### config.mk
export PLATFORM = sky130hd
export DESIGN_NAME = conv_window_reader
export DESIGN_NICKNAME = d
export VERILOG_FILES = /design/src/rtl/conv_window_reader.sv
export SDC_FILE = /design/constraint.sdc
export NUM_CORES = 1
export LEC_CHECK = 0
export BUFFER_PORTS_ARGS = -buffer_cell sky130_fd_sc_hd__buf_2
export CAP_MARGIN = 25
export CORE_ASPECT_RATIO = 0.6
export CORE_MARGIN = 3
export CORE_UTILIZATION = 40
export DETAILED_ROUTE_END_ITERATION = 8
export GPL_ROUTABILITY_DRIVEN = 0
export PLACE_DENSITY = 0.72
export SLEW_MARGIN = 0
export SYNTH_ARGS = -nofsm -noshare
export SYNTH_HDL_FRONTEND = slang
export SYNTH_SLANG_ARGS = --single-unit
### constraint.sdc
create_clock -name clk -period 2.9 [get_ports clk]
set_input_delay 0.145 -clock clk [delete_from_list [all_inputs] [get_ports clk]]
set_output_delay 0.145 -clock clk [all_outputs]
set_load 0.01 [all_outputs]
### src/rtl/conv_window_reader.sv
// 3x3 sliding-window builder fed one 3-pixel column per handshake from the line buffer.
// Emits each window tagged with its output row/col; one frame per start pulse.
module conv_window_reader #(
   parameter int unsigned BIT_DEPTH = 8,
   parameter int unsigned COLS      = 28,
   parameter int unsigned ROWS_OUT  = 26
) (
   input  logic                          clk,
   input  logic                          rst_n,
   input  logic                          start,
   input  logic                          in_valid,
   output logic                          in_ready,
   input  logic [BIT_DEPTH-1:0]          col_r1,
   input  logic [BIT_DEPTH-1:0]          col_r2,
   input  logic [BIT_DEPTH-1:0]          col_r3,
   output logic                          win_valid,
   input  logic                          win_ready,
   output logic [9*BIT_DEPTH-1:0]        win_data,
   output logic [$clog2(ROWS_OUT)-1:0]   win_row,
   output logic [$clog2(COLS)-1:0]       win_col,
   output logic                          frame_done
);

   localparam int unsigned ROW_W = $clog2(ROWS_OUT);
   localparam int unsigned COL_W = $clog2(COLS);
   localparam int unsigned WIN_W = 9 * BIT_DEPTH;

   typedef enum logic [1:0] {
      IDLE   = 2'd0,
      FILL   = 2'd1,
      STREAM = 2'd2,
      DRAIN  = 2'd3
   } state_t;

   state_t             state_q,      state_d;
   logic [COL_W-1:0]   col_cnt_q,    col_cnt_d;
   logic [ROW_W-1:0]   row_cnt_q,    row_cnt_d;
   logic [WIN_W-1:0]   win_q,        win_d;
   logic               win_valid_q,  win_valid_d;
   logic [WIN_W-1:0]   win_data_q,   win_data_d;
   logic [ROW_W-1:0]   win_row_q,    win_row_d;
   logic [COL_W-1:0]   win_col_q,    win_col_d;
   logic               frame_done_q, frame_done_d;

   logic               accept;
   logic [WIN_W-1:0]   win_shift;
   logic [BIT_DEPTH-1:0] col_px [3];

   // Column is taken only while a frame is active and the output slot is free or draining.
   always_comb begin
      in_ready = ((state_q == FILL) || (state_q == STREAM)) && (!win_valid_q || win_ready);
      accept   = in_valid && in_ready;
   end

   // Window after shifting in the incoming column: oldest column drops out of c0.
   always_comb begin
      col_px[0] = col_r1;
      col_px[1] = col_r2;
      col_px[2] = col_r3;
      win_shift = win_q;
      for (int r = 0; r < 3; r++) begin
         win_shift[(r*3+0)*BIT_DEPTH +: BIT_DEPTH] = win_q[(r*3+1)*BIT_DEPTH +: BIT_DEPTH];
         win_shift[(r*3+1)*BIT_DEPTH +: BIT_DEPTH] = win_q[(r*3+2)*BIT_DEPTH +: BIT_DEPTH];
         win_shift[(r*3+2)*BIT_DEPTH +: BIT_DEPTH] = col_px[r];
      end
   end

   always_comb begin
      state_d      = state_q;
      col_cnt_d    = col_cnt_q;
      row_cnt_d    = row_cnt_q;
      win_d        = win_q;
      win_valid_d  = win_valid_q;
      win_data_d   = win_data_q;
      win_row_d    = win_row_q;
      win_col_d    = win_col_q;
      frame_done_d = 1'b0;

      if (win_valid_q && win_ready) begin
         win_valid_d = 1'b0;
      end

      case (state_q)
         IDLE: begin
            if (start) begin
               state_d   = FILL;
               col_cnt_d = '0;
               row_cnt_d = '0;
            end
         end
         FILL: begin
            if (accept) begin
               win_d     = win_shift;
               col_cnt_d = col_cnt_q + COL_W'(1);
               if (col_cnt_q == COL_W'(1)) begin
                  state_d = STREAM;
               end
            end
         end
         STREAM: begin
            if (accept) begin
               win_d       = win_shift;
               win_valid_d = 1'b1;
               win_data_d  = win_shift;
               win_col_d   = col_cnt_q - COL_W'(2);
               win_row_d   = row_cnt_q;
               if (col_cnt_q == COL_W'(COLS - 1)) begin
                  col_cnt_d = '0;
                  if (row_cnt_q == ROW_W'(ROWS_OUT - 1)) begin
                     state_d = DRAIN;
                  end else begin
                     row_cnt_d = row_cnt_q + ROW_W'(1);
                     state_d   = FILL;
                  end
               end else begin
                  col_cnt_d = col_cnt_q + COL_W'(1);
               end
            end
         end
         DRAIN: begin
            if (!win_valid_q || win_ready) begin
               frame_done_d = 1'b1;
               state_d      = IDLE;
            end
         end
         default: begin
            state_d = IDLE;
         end
      endcase
   end

   always_ff @(posedge clk or negedge rst_n) begin
      if (!rst_n) begin
         state_q      <= IDLE;
         col_cnt_q    <= '0;
         row_cnt_q    <= '0;
         win_q        <= '0;
         win_valid_q  <= 1'b0;
         win_data_q   <= '0;
         win_row_q    <= '0;
         win_col_q    <= '0;
         frame_done_q <= 1'b0;
      end else begin
         state_q      <= state_d;
         col_cnt_q    <= col_cnt_d;
         row_cnt_q    <= row_cnt_d;
         win_q        <= win_d;
         win_valid_q  <= win_valid_d;
         win_data_q   <= win_data_d;
         win_row_q    <= win_row_d;
         win_col_q    <= win_col_d;
         frame_done_q <= frame_done_d;
      end
   end

   assign win_valid  = win_valid_q;
   assign win_data   = win_data_q;
   assign win_row    = win_row_q;
   assign win_col    = win_col_q;
   assign frame_done = frame_done_q;

endmodule

# Word-level counts from Yosys, hierarchy flattened
# Cells that the tools add are included.
word_totals:
  regBits: 168
  input_bits: 29
  output_inout_bits: 85
  elab_cells: 62
op_classes:
  addsub: 3
  eq_ne: 13
  n_mux: 22
  reduce_logical: 15
op_table:
  columns: ["operator", "count"]
  rows:
  - ["$mux W5", 7]
  - ["$pmux W5 S3", 1]
  - ["$mux W2", 7]
  - ["$add A5 B1 Y5 const B", 2]
  - ["$eq A5 B5 Y1 const B", 2]
  - ["$ne A2 B2 Y1 const B", 5]
  - ["$pmux W5 S2", 1]
  - ["$pmux W2 S4", 1]
  - ["$reduce_and A6 Y1", 1]
  - ["$eq A5 B1 Y1 const B", 1]
  - ["$mux W1", 5]
  - ["$reduce_and A5 Y1", 1]
  - ["$sub A5 B2 Y5 const B", 1]
  - ["$eq A2 B2 Y1 const B", 2]
  - ["$ne A2 B1 Y1 const B", 2]
  - ["$reduce_and A2 Y1", 2]
  - ["$reduce_and A4 Y1", 1]
  - ["$logic_and A1 B1 Y1", 3]
  - ["$reduce_bool A3 Y1", 1]
  - ["$eq A2 B1 Y1 const B", 1]
  - ["$logic_not A2 Y1", 1]
  - ["$logic_or A1 B1 Y1", 2]
  - ["$reduce_bool A2 Y1", 1]
  - ["$reduce_or A2 Y1", 1]
  - ["$logic_not A1 Y1", 1]

# Logic depth before layout (Yosys ltp)
logic_depth:
  ltp_word: 6
  depth_mapped: 8
  ltp_nobuf: 6

# Worst setup path after synthesis
# No wires, ideal clock.
synth_timing:
  path_kind: "reg2reg"
  from: "register state_q[0]"
  to: "register win_data_q[61], in the netlist win_data[61]"
  t_arrival_ps: 1878
  required_ps: 2775
  slack_ps: 897
  path_stages_with_launch: 8
  path_buffers: 2
  period_less_slack_ps: 2003
  cell_sequence: "dfrtp_1 inv_1 ha_1 and2_2 nand3_2 buf_2 buf_4 mux2_2"
synth_between:
  elab_chain_cells: 5
  elab_cells_between_ends: 6
  cone_classes: "eq/ne: 2; reduce/logical: 4"
synth_rtl:
  columns: ["element", "line_no", "text"]
  rows:
  - ["from (decl)", "35", "state_t state_q, state_d;"]
  - ["from (signal assigned)", "144", "state_q <= state_d;"]
  - ["$eq A2 B1 Y1 / $eq A2 B2 Y1 (equally long branches)", "51, 83", null]
  - ["$logic_or A1 B1 Y1", "51", "in_ready = ((state_q == FILL) || (state_q == STREAM)) && (!win_valid_q || win_ready);"]
  - ["$logic_and A1 B1 Y1", "51", null]
  - ["$logic_and A1 B1 Y1", "52", "accept = in_valid && in_ready;"]
  - ["$reduce_and A2 Y1 (no line) (*)", null, null]
  - ["to (signal assigned)", "149", "win_data_q <= win_data_d;"]
  - ["to (decl)", "40", "logic [WIN_W-1:0] win_data_q, win_data_d;"]
# Mark *: on every way between the ends. The rest lies on a longest branch, timed or not.
# A chain may end at the register's enable or synchronous reset.

# Worst setup path in the final report
layout_timing:
  from: "register state_q[0]"
  to: "register win_data_q[69], in the netlist win_data[69]"
# The elaborated chain is that of the path after synthesis.

==> reports/metrics.cfg <==
[status]
status=finished clean

[setup_path]
reg2reg_to=win_data[69]$_DFFE_PN0P_
worstSetupPathType=flop to flop
required_ps=3190
regToRegSetupSlack_ps=520
critPathLaunchType=flop
crit_fanout=37
arrival_ps=2660
r2r_cells=6
timing.rr.start=state_q[0]$_DFFE_PN0P_
end_kind=flop

[global_routing]
grtUsageMet3_pct=6.117
grt_pass1_vias=3841
met2_usage_pct=23.06
grt_pass1_wl_um=19840
grt.busiest_layer=met2
grtUsageTotal_pct=15.60
grt_max_degree=83
grt-ovfl-total=0
antenna_found_initial=0
met1_usage_pct=21.48

[final_layout]
num_antenna_cells=0
fin_cells=737
syn_to_final_growth_pct=27.77
drive_gt1_share_pct=52.11
design_area_um2=7403
final_nets=575
fill_cells=1160

[worst_hold_path]
worst_hold_path_type=primary input to flop
min_path_cells=2
hold_start=col_r2[2]
whs_endpoint=win_q[42]$_DFFE_PN0P_

[cts]
ctsResizeCount=0
numCtsBuffers=17
hold_buffers=23
cts_num_sinks=144
clk_latency_ps=400
clk_path_buf_depth=2
cts_tree=built
clk_pin_slew_ps=60
htreeDepth=4
post_cts_buffers=0
clockRootBuffer=clkbuf_16

[logic_synthesis]
yosysUniqueCellTypes=39
synthTopCellsByArea=dfrtp_1 62%, mux2_2 24%, ha_1 2.6%
synth_top_cell_by_area=dfrtp_1
syn_inst=387
ys_async_sr_fraction_pct=100.0
synth_edf_count=0
yosysWarnings=0
synthesis.area_um2=5794
ys.flop_type=dfrtp_1
synth_top_area_share_pct=62.19
synth-seq-area-share_pct=62.19
syn_nets=428
synth_seq_cells=144
yosysMostFrequentCell=dfrtp_1
syn_area_per_cell_um2=14.97
ys_top_cells_by_count=144 x dfrtp_1, 125 x mux2_2, 15 x o21ai_0, 12 x ha_1, 12 x nand2_1

[sta]
tightest_slew_ps=750.8
hold_ws_ps=16.49
fin_tns_setup_ps=0
period_needed_ps=2376
maxSlewHeadroom_pct=49.94
timing.final.crit_share_pct=81.92
rsz0062_at_grt=no
slew_violations=0
finalClockSkew_ps=8.007
hold_violations=0
setup_violations=0
max_freq_ghz=0.4209

[power_and_ir_drop]
pwr-share-comb_pct=37.3
leakage_uw=0.003455
p_int_uw=5954
p_seq_share_pct=40.4
switching_share_pct=33.14
power.switching_uw=2951
power.clock.fraction_pct=22.3
ir_drop_mv=0.5658
p_per_area_nw_per_um2=1203

[die]
die_x_um=161.4
dieArea_um2=16010
start_util_pct=41.64
coreArea_um2=13910
io_pins=114
row_count=33
fp.dieH_um=99.23

[route]
routed_wl_um=12000
dr.first_iter.drc_count=198
drc=0
postRouteAntennaNets=0
wire_per_inst_um=16.28
drt_pre_antenna_iters=4
vias_per_cell=4.901
dr_total_vias=3612

[placement]
post-dp-hpwl_um=8175
port_buffers=113
placed_cell_area_um2=6626
post-place-cells=683

[job]
cap_violations=0

==> critical path: stages (launching register included) <==
cell     delay (ps)
dfrtp_1         420
inv_1           120
ha_1            440
and2_2          230
nand3_4         360
buf_12          340
mux2_1          330
==> cell usage in the layout (no fill, tap or decap), drive strengths merged, types with 2 or more instances in the layout <==
cell,synthesis,final
o31ai,4,4
clkbuf,2,19
nand2b,4,4
mux2,126,126
clkinv,0,9
a311oi,2,2
nor3,2,2
nand4b,3,3
dlygate4sd3,0,24
ha,12,12
or2,3,3
buf,13,119
nand3,9,9
nor2,4,4
o311ai,2,2
and2,3,3
nand2,13,13
inv,8,8
o22ai,2,2
o21ai,15,15
xnor2,2,2
a21oi,2,2
a32o,2,2
dfrtp,144,144
==> worst max path at each step <==
stage / startpoint / to / slack [ps]
floorplan: state_q[0]$_DFFE_PN0P_ / win_data[61]$_DFFE_PN0P_ / 900
global placement: state_q[0]$_DFFE_PN0P_ / win_data[69]$_DFFE_PN0P_ / 650
detailed placement: state_q[0]$_DFFE_PN0P_ / win_data[69]$_DFFE_PN0P_ / 510
CTS: state_q[0]$_DFFE_PN0P_ / win_data[69]$_DFFE_PN0P_ / 500
global route: state_q[0]$_DFFE_PN0P_ / win_data[69]$_DFFE_PN0P_ / 370
finish: state_q[0]$_DFFE_PN0P_ / win_data[69]$_DFFE_PN0P_ / 520
==> sequential cells by signal, summed over array words and instances, names as in the netlist <==
| signal | flops |
|---|---|
| win_data | 72 |
| win_q | 48 |
| col_cnt_q | 5 |
| row_cnt_q | 5 |
| win_col | 5 |
| win_row | 5 |
| state_q | 2 |
| frame_done | 1 |
| win_valid | 1 |
==> cells by family (layout without fill, tap and decap cells) <==
group                      after synthesis  count (layout)  synth area share [%]
DFF                                    144             144                 62.19
muxes                                  127             127                 24.66
and+or+nand+nor                         46              46                 4.513
AOI/OAI and AO/OA                       33              33                 3.887
buffers and inverters                   23             181                 1.857
adders and majority gates               12              12                 2.591
xor gates and xnor gates                 2               2                0.3024
==> through the flow <==
stage / total power [uW] / utilization [%] / worst slack (ps)
finish: 8905 / 53.21 / 524.2
global route: 9510 / 53.21 / 373.9
CTS: 9016 / 53.13 / 495.8
detailed placement: 6975 / 47.62 / 508.6
global placement: 6786 / 47.62 / 652.6
floorplan: 5710 / - / 897.5
==> final cells by class <==
cell class,instances,area (um^2),area share [%]
Multi-Input combinational cell,220,2098,28.34
Sequential cell,144,3603,48.67
Clock inverter,11,93.84,1.268
Inverter,8,30.03,0.4056
Tap cell,192,240.2,3.245
Clock buffer,19,442.9,5.983
Timing Repair Buffer,143,894.6,12.08
==> routing by layer <==
metal	vias to the layer above	part of all wire, %
li1	1687	-
met1	1823	49
met2	93	44
met3	9	6.2
met4	0	0.92
met5	-	0
==> power groups by stage <==
stage | Sequential (uW) | Clock [uW] | Combinational [uW]
after CTS | 3610 | 2040 | 3370
after floorplan | 3770 | 0 | 1940
after detailed placement | 3640 | 0 | 3340
final | 3600 | 1990 | 3320
after global routing | 3740 | 2130 | 3640
after global placement | 3570 | 0 | 3220
Note: power is estimated with default switching activity, not from simulation.
